===== config.mk =====
export PLATFORM = sky130hd
export DESIGN_NAME = uart_frame_tx
export DESIGN_NICKNAME = d
export VERILOG_FILES = /design/src/rtl/uart_pkg.sv /design/src/rtl/uart_tx_fifo.sv /design/src/rtl/uart_frame_tx.sv
export SDC_FILE = /design/constraint.sdc
export NUM_CORES = 1
export LEC_CHECK = 0
export ABC_AREA = 0
export CAP_MARGIN = 10
export CORE_MARGIN = 4
export CORE_UTILIZATION = 40
export CTS_CLUSTER_DIAMETER = 40
export DETAILED_ROUTE_END_ITERATION = 16
export GPL_TIMING_DRIVEN = 0
export SKIP_CTS_REPAIR_TIMING = 1
export SLEW_MARGIN = 15
export SYNTH_ARGS = -nofsm -noshare
export SYNTH_HDL_FRONTEND = slang
export SYNTH_SLANG_ARGS = --single-unit

===== constraint.sdc =====
create_clock -name clk -period 2 [get_ports clk]
set_input_delay 0.4 -clock clk [delete_from_list [all_inputs] [get_ports clk]]
set_output_delay 0.4 -clock clk [all_outputs]
set_load 0.02 [all_outputs]

===== src/rtl/uart_pkg.sv =====
// rtl/uart_pkg.sv - shared UART types and constants for the tx and rx paths
package uart_pkg;

   typedef enum logic [2:0] {
      IDLE,
      START,
      DATA,
      PARITY,
      STOP
   } tx_state_t;

   localparam int PAR_NONE = 0;
   localparam int PAR_ODD  = 1;
   localparam int PAR_EVEN = 2;

   // 50 MHz system clock at 115200 baud
   localparam int DEFAULT_CLKS_PER_BIT = 434;

endpackage


===== src/rtl/uart_tx_fifo.sv =====
// rtl/uart_tx_fifo.sv - circular byte buffer between producer and transmitter
module uart_tx_fifo #(
   parameter int DEPTH = 4,
   parameter int WIDTH = 8
) (
   input  logic                       clk,
   input  logic                       reset,
   input  logic                       push_i,
   input  logic [WIDTH-1:0]           wr_data_i,
   input  logic                       pop_i,
   output logic [WIDTH-1:0]           rd_data_o,
   output logic                       full_o,
   output logic                       empty_o,
   output logic [$clog2(DEPTH):0]     level_o
);

   localparam int AW = $clog2(DEPTH);

   logic [WIDTH-1:0] mem_q [DEPTH];
   logic [AW-1:0]    wr_ptr_q;
   logic [AW-1:0]    rd_ptr_q;
   logic [AW:0]      count_q;
   logic             do_push;
   logic             do_pop;

   // a full buffer refuses a push even when a pop frees a slot on the same edge
   assign full_o    = (count_q == (AW+1)'(DEPTH));
   assign empty_o   = (count_q == '0);
   assign do_push   = push_i && !full_o;
   assign do_pop    = pop_i && !empty_o;
   assign rd_data_o = mem_q[rd_ptr_q];
   assign level_o   = count_q;

   // storage array, written only on an accepted push
   always_ff @(posedge clk) begin
      if (do_push) begin
         mem_q[wr_ptr_q] <= wr_data_i;
      end
   end

   // pointers wrap naturally because DEPTH is a power of two
   always_ff @(posedge clk or posedge reset) begin
      if (reset) begin
         wr_ptr_q <= '0;
         rd_ptr_q <= '0;
         count_q  <= '0;
      end else begin
         if (do_push) wr_ptr_q <= wr_ptr_q + AW'(1);
         if (do_pop)  rd_ptr_q <= rd_ptr_q + AW'(1);
         case ({do_push, do_pop})
            2'b10:   count_q <= count_q + (AW+1)'(1);
            2'b01:   count_q <= count_q - (AW+1)'(1);
            default: count_q <= count_q;
         endcase
      end
   end

endmodule


===== src/rtl/uart_frame_tx.sv =====
// rtl/uart_frame_tx.sv - buffered 8-bit UART transmitter with optional parity
module uart_frame_tx
   import uart_pkg::*;
#(
   parameter int CLKS_PER_BIT = DEFAULT_CLKS_PER_BIT,
   parameter int DEPTH        = 4,
   parameter int PARITY       = PAR_NONE,
   parameter int STOP_BITS    = 1
) (
   input  logic                       clk,
   input  logic                       reset,
   input  logic [7:0]                 iDATA,
   input  logic                       iVALID,
   output logic                       oREADY,
   output logic                       oTX,
   output logic                       oBUSY,
   output logic [$clog2(DEPTH):0]     oLEVEL
);

   localparam int            BW        = $clog2(CLKS_PER_BIT);
   localparam logic [BW-1:0] BAUD_LAST = BW'(CLKS_PER_BIT - 1);

   tx_state_t   state_q, state_d;
   logic [BW-1:0] baud_q, baud_d;
   logic [2:0]  idx_q, idx_d;
   logic [7:0]  sr_q, sr_d;
   logic        par_q, par_d;
   logic        stop_q, stop_d;
   logic        tx_q, tx_d;

   logic        fifo_pop;
   logic        fifo_full;
   logic        fifo_empty;
   logic [7:0]  fifo_rd_data;
   logic        load;
   logic        bit_end;

   uart_tx_fifo #(
      .DEPTH (DEPTH),
      .WIDTH (8)
   ) u_fifo (
      .clk       (clk),
      .reset     (reset),
      .push_i    (iVALID),
      .wr_data_i (iDATA),
      .pop_i     (fifo_pop),
      .rd_data_o (fifo_rd_data),
      .full_o    (fifo_full),
      .empty_o   (fifo_empty),
      .level_o   (oLEVEL)
   );

   assign oREADY  = !fifo_full;
   assign oTX     = tx_q;
   assign oBUSY   = (state_q != IDLE);
   assign bit_end = (baud_q == BAUD_LAST);

   // next-state logic; tx_d carries the line level of the state being entered
   always_comb begin
      state_d  = state_q;
      baud_d   = baud_q + BW'(1);
      idx_d    = idx_q;
      sr_d     = sr_q;
      par_d    = par_q;
      stop_d   = stop_q;
      tx_d     = tx_q;
      fifo_pop = 1'b0;
      load     = 1'b0;
      case (state_q)
         IDLE: begin
            baud_d = '0;
            tx_d   = 1'b1;
            load   = 1'b1;
         end
         START: begin
            if (bit_end) begin
               state_d = DATA;
               idx_d   = 3'd0;
               baud_d  = '0;
               tx_d    = sr_q[0];
            end
         end
         DATA: begin
            if (bit_end) begin
               baud_d = '0;
               if (idx_q == 3'd7) begin
                  if (PARITY != PAR_NONE) begin
                     state_d = uart_pkg::PARITY;
                     tx_d    = par_q;
                  end else begin
                     state_d = STOP;
                     stop_d  = 1'b0;
                     tx_d    = 1'b1;
                  end
               end else begin
                  idx_d = idx_q + 3'd1;
                  tx_d  = sr_q[idx_q + 3'd1];
               end
            end
         end
         uart_pkg::PARITY: begin
            if (bit_end) begin
               state_d = STOP;
               stop_d  = 1'b0;
               baud_d  = '0;
               tx_d    = 1'b1;
            end
         end
         STOP: begin
            if (bit_end) begin
               baud_d = '0;
               if (STOP_BITS == 2 && !stop_q) begin
                  stop_d = 1'b1;
               end else begin
                  state_d = IDLE;
                  tx_d    = 1'b1;
                  load    = 1'b1;
               end
            end
         end
         default: begin
            state_d = IDLE;
            baud_d  = '0;
            tx_d    = 1'b1;
         end
      endcase
      // a waiting byte starts its frame straight away, giving gapless bursts
      if (load && !fifo_empty) begin
         fifo_pop = 1'b1;
         sr_d     = fifo_rd_data;
         par_d    = (PARITY == PAR_ODD) ? ~^fifo_rd_data : ^fifo_rd_data;
         state_d  = START;
         baud_d   = '0;
         tx_d     = 1'b0;
      end
   end

   // state register; the serial line is a flop so it never glitches on inputs
   always_ff @(posedge clk or posedge reset) begin
      if (reset) begin
         state_q <= IDLE;
         baud_q  <= '0;
         idx_q   <= '0;
         sr_q    <= '0;
         par_q   <= 1'b0;
         stop_q  <= 1'b0;
         tx_q    <= 1'b1;
      end else begin
         state_q <= state_d;
         baud_q  <= baud_d;
         idx_q   <= idx_d;
         sr_q    <= sr_d;
         par_q   <= par_d;
         stop_q  <= stop_d;
         tx_q    <= tx_d;
      end
   end

endmodule


==> results.md <==
- Initial DRC count: 46
- Total wire length: 4730 um
- Num ports: 17
- Vias after detailed routing: 1595
- Worst-Skew Late Latency: 330 ps
- P per Cell Area: 1360 nW/um2
- # diodes: 0
- FF-to-FF path depth: 9
- RR Endpoint: u_fifo.level_o[1]
- Area growth syn-to-layout: 20.2%
- First-pass GRT wire length: 7910 um
- Synthesized area per cell: 14.9 um2
- Height of the die: 92.2 um
- Row count: 30
- Worst IR Drop VDD: 0.562 mV
- Fin crit share: 1.09
- Main synth FF type: edfxtp_1
- Achievable Freq: 0.460 GHz
- Yosys warns: 0
- Initial antenna violation count: 0
- CTS buffer count: 9
- Final core occ: 0.499
- Synth async-reset ratio: 0.492
- Fill count: 633
- Sw Pwr: ~1.4 mW
- Final WS setup: -172 ps
- Worst-Margin Slew: 660 ps
- Grt ovf: 0
- Data required, critical path: 2220 ps
- Max Cap Violations: 0
- Final ANT Viol Nets: 0
- Pint: 3.20 mW
- Worst Setup Start Kind: flip-flop
- Total Nets Final: roughly 250
- Die X: 92.2 um
- Worst Setup End Kind: flip-flop
- Reg clk slew, reported paths: 70 ps
- Dpl cell area: around 3100 um2
- Critical path peak fanout: 7
- Worst slew margin relative to its limit: 0.559
- # port buffers: 16
- Post-synthesis net count: 211
- Largest net degree at the start of global routing: 32
- CTS H-tree depth: 3
- Leak pwr: 1.30 nW
- Detailed-router iteration count before antenna repair: 4
- Netlist cell types: 39
- Fin area: 3410 um2
- Worst slack at placement: -289 ps
- Final setup TNS: -278 ps
- Initial Util: 0.416
- Critical Path AT: 2400 ps
- Clock share of power: 0.220
- R2r setup slk: -170 ps
- Synth Instances: 190
- CTS Buffer Depth: 2
- Die Area: 8510 um2
- WL/cell: 14.5 um
- Switching power share of the total: 0.308
- Flop pwr share: 0.415
- Vias in the first global route: roughly 1500
- Fin Clk Skew: a little over 6 ps
- RSZ-0062 raised after global routing: true
- Flop and latch count out of synthesis: 63
- DRC viols: 0
- Hold Violations, Final: 0
- Final worst path period need: 2170 ps
- Core area: 6830 um2
- Total GRT Usage: 0.126
- Violated checks: negative setup slack
- CTS tree: built
- Setup CP Type: flip-flop to flip-flop
- Outcome: finished, violations left
- Clock root cell: clkbuf_8
- Setup violators final: 2
- Layout cells sized above 1: 0.260
- Worst flop-to-flop path startpoint: baud_q[1]
- Sink Count: 63
- Max-slew violations: 0
- Synth Cell Area: 2840 um2
- Hpwl dp: 3150 um
- Combinational share of power: 0.365
- Sequential element share of the synthesized area: 0.612
- Hold Crit Class: input port to asynchronous set/reset pin
- Post-synth EDFFs: 32
- Placer congestion estimate: 0.767
- Via density: 4.88
[cells in the final DEF, fill, tap and decap left out, types with 2 or more instances in the layout]
cell type        netlist  routed
a21oi_1                5       5
and3_1                 6       6
buf_4                  1      10
clkbuf_8               2      11
clkdlybuf4s50_1        0      14
clkinv_1               0       3
clkinv_2               0       2
dfrtp_1               30      28
dfrtp_2                0       2
dlymetal6s2s_1         0       2
edfxtp_1              32      32
ha_1                   9       7
inv_1                  9       8
mux2_1                 3       3
mux2_2                11      11
mux2i_1                4       4
mux4_2                 8       8
nand2_1                4       3
nand3_1                4       4
nor2_1                12      12
nor3_1                 7       6
nor3b_1                3       3
nor4_1                 2       2
o21ai_0                6       5
or3_1                  4       4
xnor2_1                9       8
xor2_1                 2       2
[cell type report]
cell class / count / area [um2] / area share
timing repair buffer: 25 / 233 / 0.0682
buffer: 6 / 76.3 / 0.0224
inverter: 10 / 42.5 / 0.0125
sequential: 63 / 1740 / 0.510
multi-input combinational: 111 / 1020 / 0.299
clock inverter: 6 / 51.3 / 0.0150
tap: 96 / 120 / 0.0352
clock buffer: 10 / 128 / 0.0374
[per-layer routing]
metal  vias up  global-route usage  part of all wire
li1        772                   -                 -
met1       791               0.168              0.48
met2        22               0.180              0.46
met3        10              0.0541             0.040
met4         0              0.0483             0.016
met5         -                   0                 0
[worst max-delay path: stages, from the launching register on]
cell and delay [ps]:
dfrtp_1 410, inv_1 70, ha_2 160, nand4b_1 170, o21ai_2 200, nand2_2 110
clkinv_4 100, ha_4 150, fa_2 430, mux2_2 260
[kinds of logic (layout without fill, tap and decap cells)]
| logic type | count (synthesis) | in the layout | share of synthesized area |
|---|---|---|---|
| muxes | 26 | 26 | 0.133 |
| AOI/OAI and AO/OA | 15 | 15 | 0.0300 |
| buffers and inverters | 16 | 57 | 0.0410 |
| adders and majority gates | 10 | 10 | 0.0467 |
| and+or+nand+nor | 49 | 49 | 0.103 |
| xor gates and xnor gates | 11 | 11 | 0.0339 |
| DFF | 63 | 63 | 0.612 |
[worst max-delay path by stage]
stage / endpoint / slack, ps / startpoint
floorplan: u_fifo.level_o[1] / -80 / baud_q[1]
global placement: u_fifo.level_o[1] / -260 / baud_q[1]
detailed placement: u_fifo.level_o[2] / -290 / iVALID
CTS: u_fifo.level_o[1] / -290 / baud_q[1]
global route: u_fifo.level_o[1] / -290 / baud_q[1]
finish: u_fifo.level_o[1] / -170 / baud_q[1]
[Yosys cell counts, types with 2 or more instances]
library cell,count,area [um2]
mux2i_1,4,40.0
nor4_1,2,12.5
inv_1,9,33.8
nor3b_1,3,22.5
mux4_2,8,180
or3_1,4,25.0
dfrtp_1,30,751
ha_1,9,113
o21ai_0,6,30.0
xnor2_1,9,78.8
mux2_2,11,124
nor3_1,7,35.0
nand3_1,4,20.0
clkbuf_8,2,27.5
nor2_1,12,45.0
edfxtp_1,32,961
and3_1,6,37.5
xor2_1,2,17.5
mux2_1,3,33.8
nand2_1,4,15.0
a21oi_1,5,25.0
[power groups by stage]
stage	clock, mW	combinational, mW	sequential, mW
floorplan	0	1.11	1.95
global placement	0	1.52	1.93
detailed placement	0	1.55	1.95
CTS	1.07	1.56	1.92
global route	1.12	1.89	1.97
finish	1.02	1.69	1.92
[registers in the layout, summed over array words and instances (netlist names)]
register and flops:
sr_q 8, idx_q 3, baud_q 9, u_fifo.wr_ptr_q 2, u_fifo.mem_q 32, oTX 1
u_fifo.rd_ptr_q 2, state_q 3, u_fifo.level_o 3
[per-stage QoR]
step	instances	total power [mW]	hold slack [ps]
after floorplan	190	3.05	462
after global placement	302	3.45	478
after detailed placement	302	3.50	485
after CTS	318	4.55	494
after global routing	327	4.98	521
final	327	4.63	476
Power figures use the tool's default switching activity.
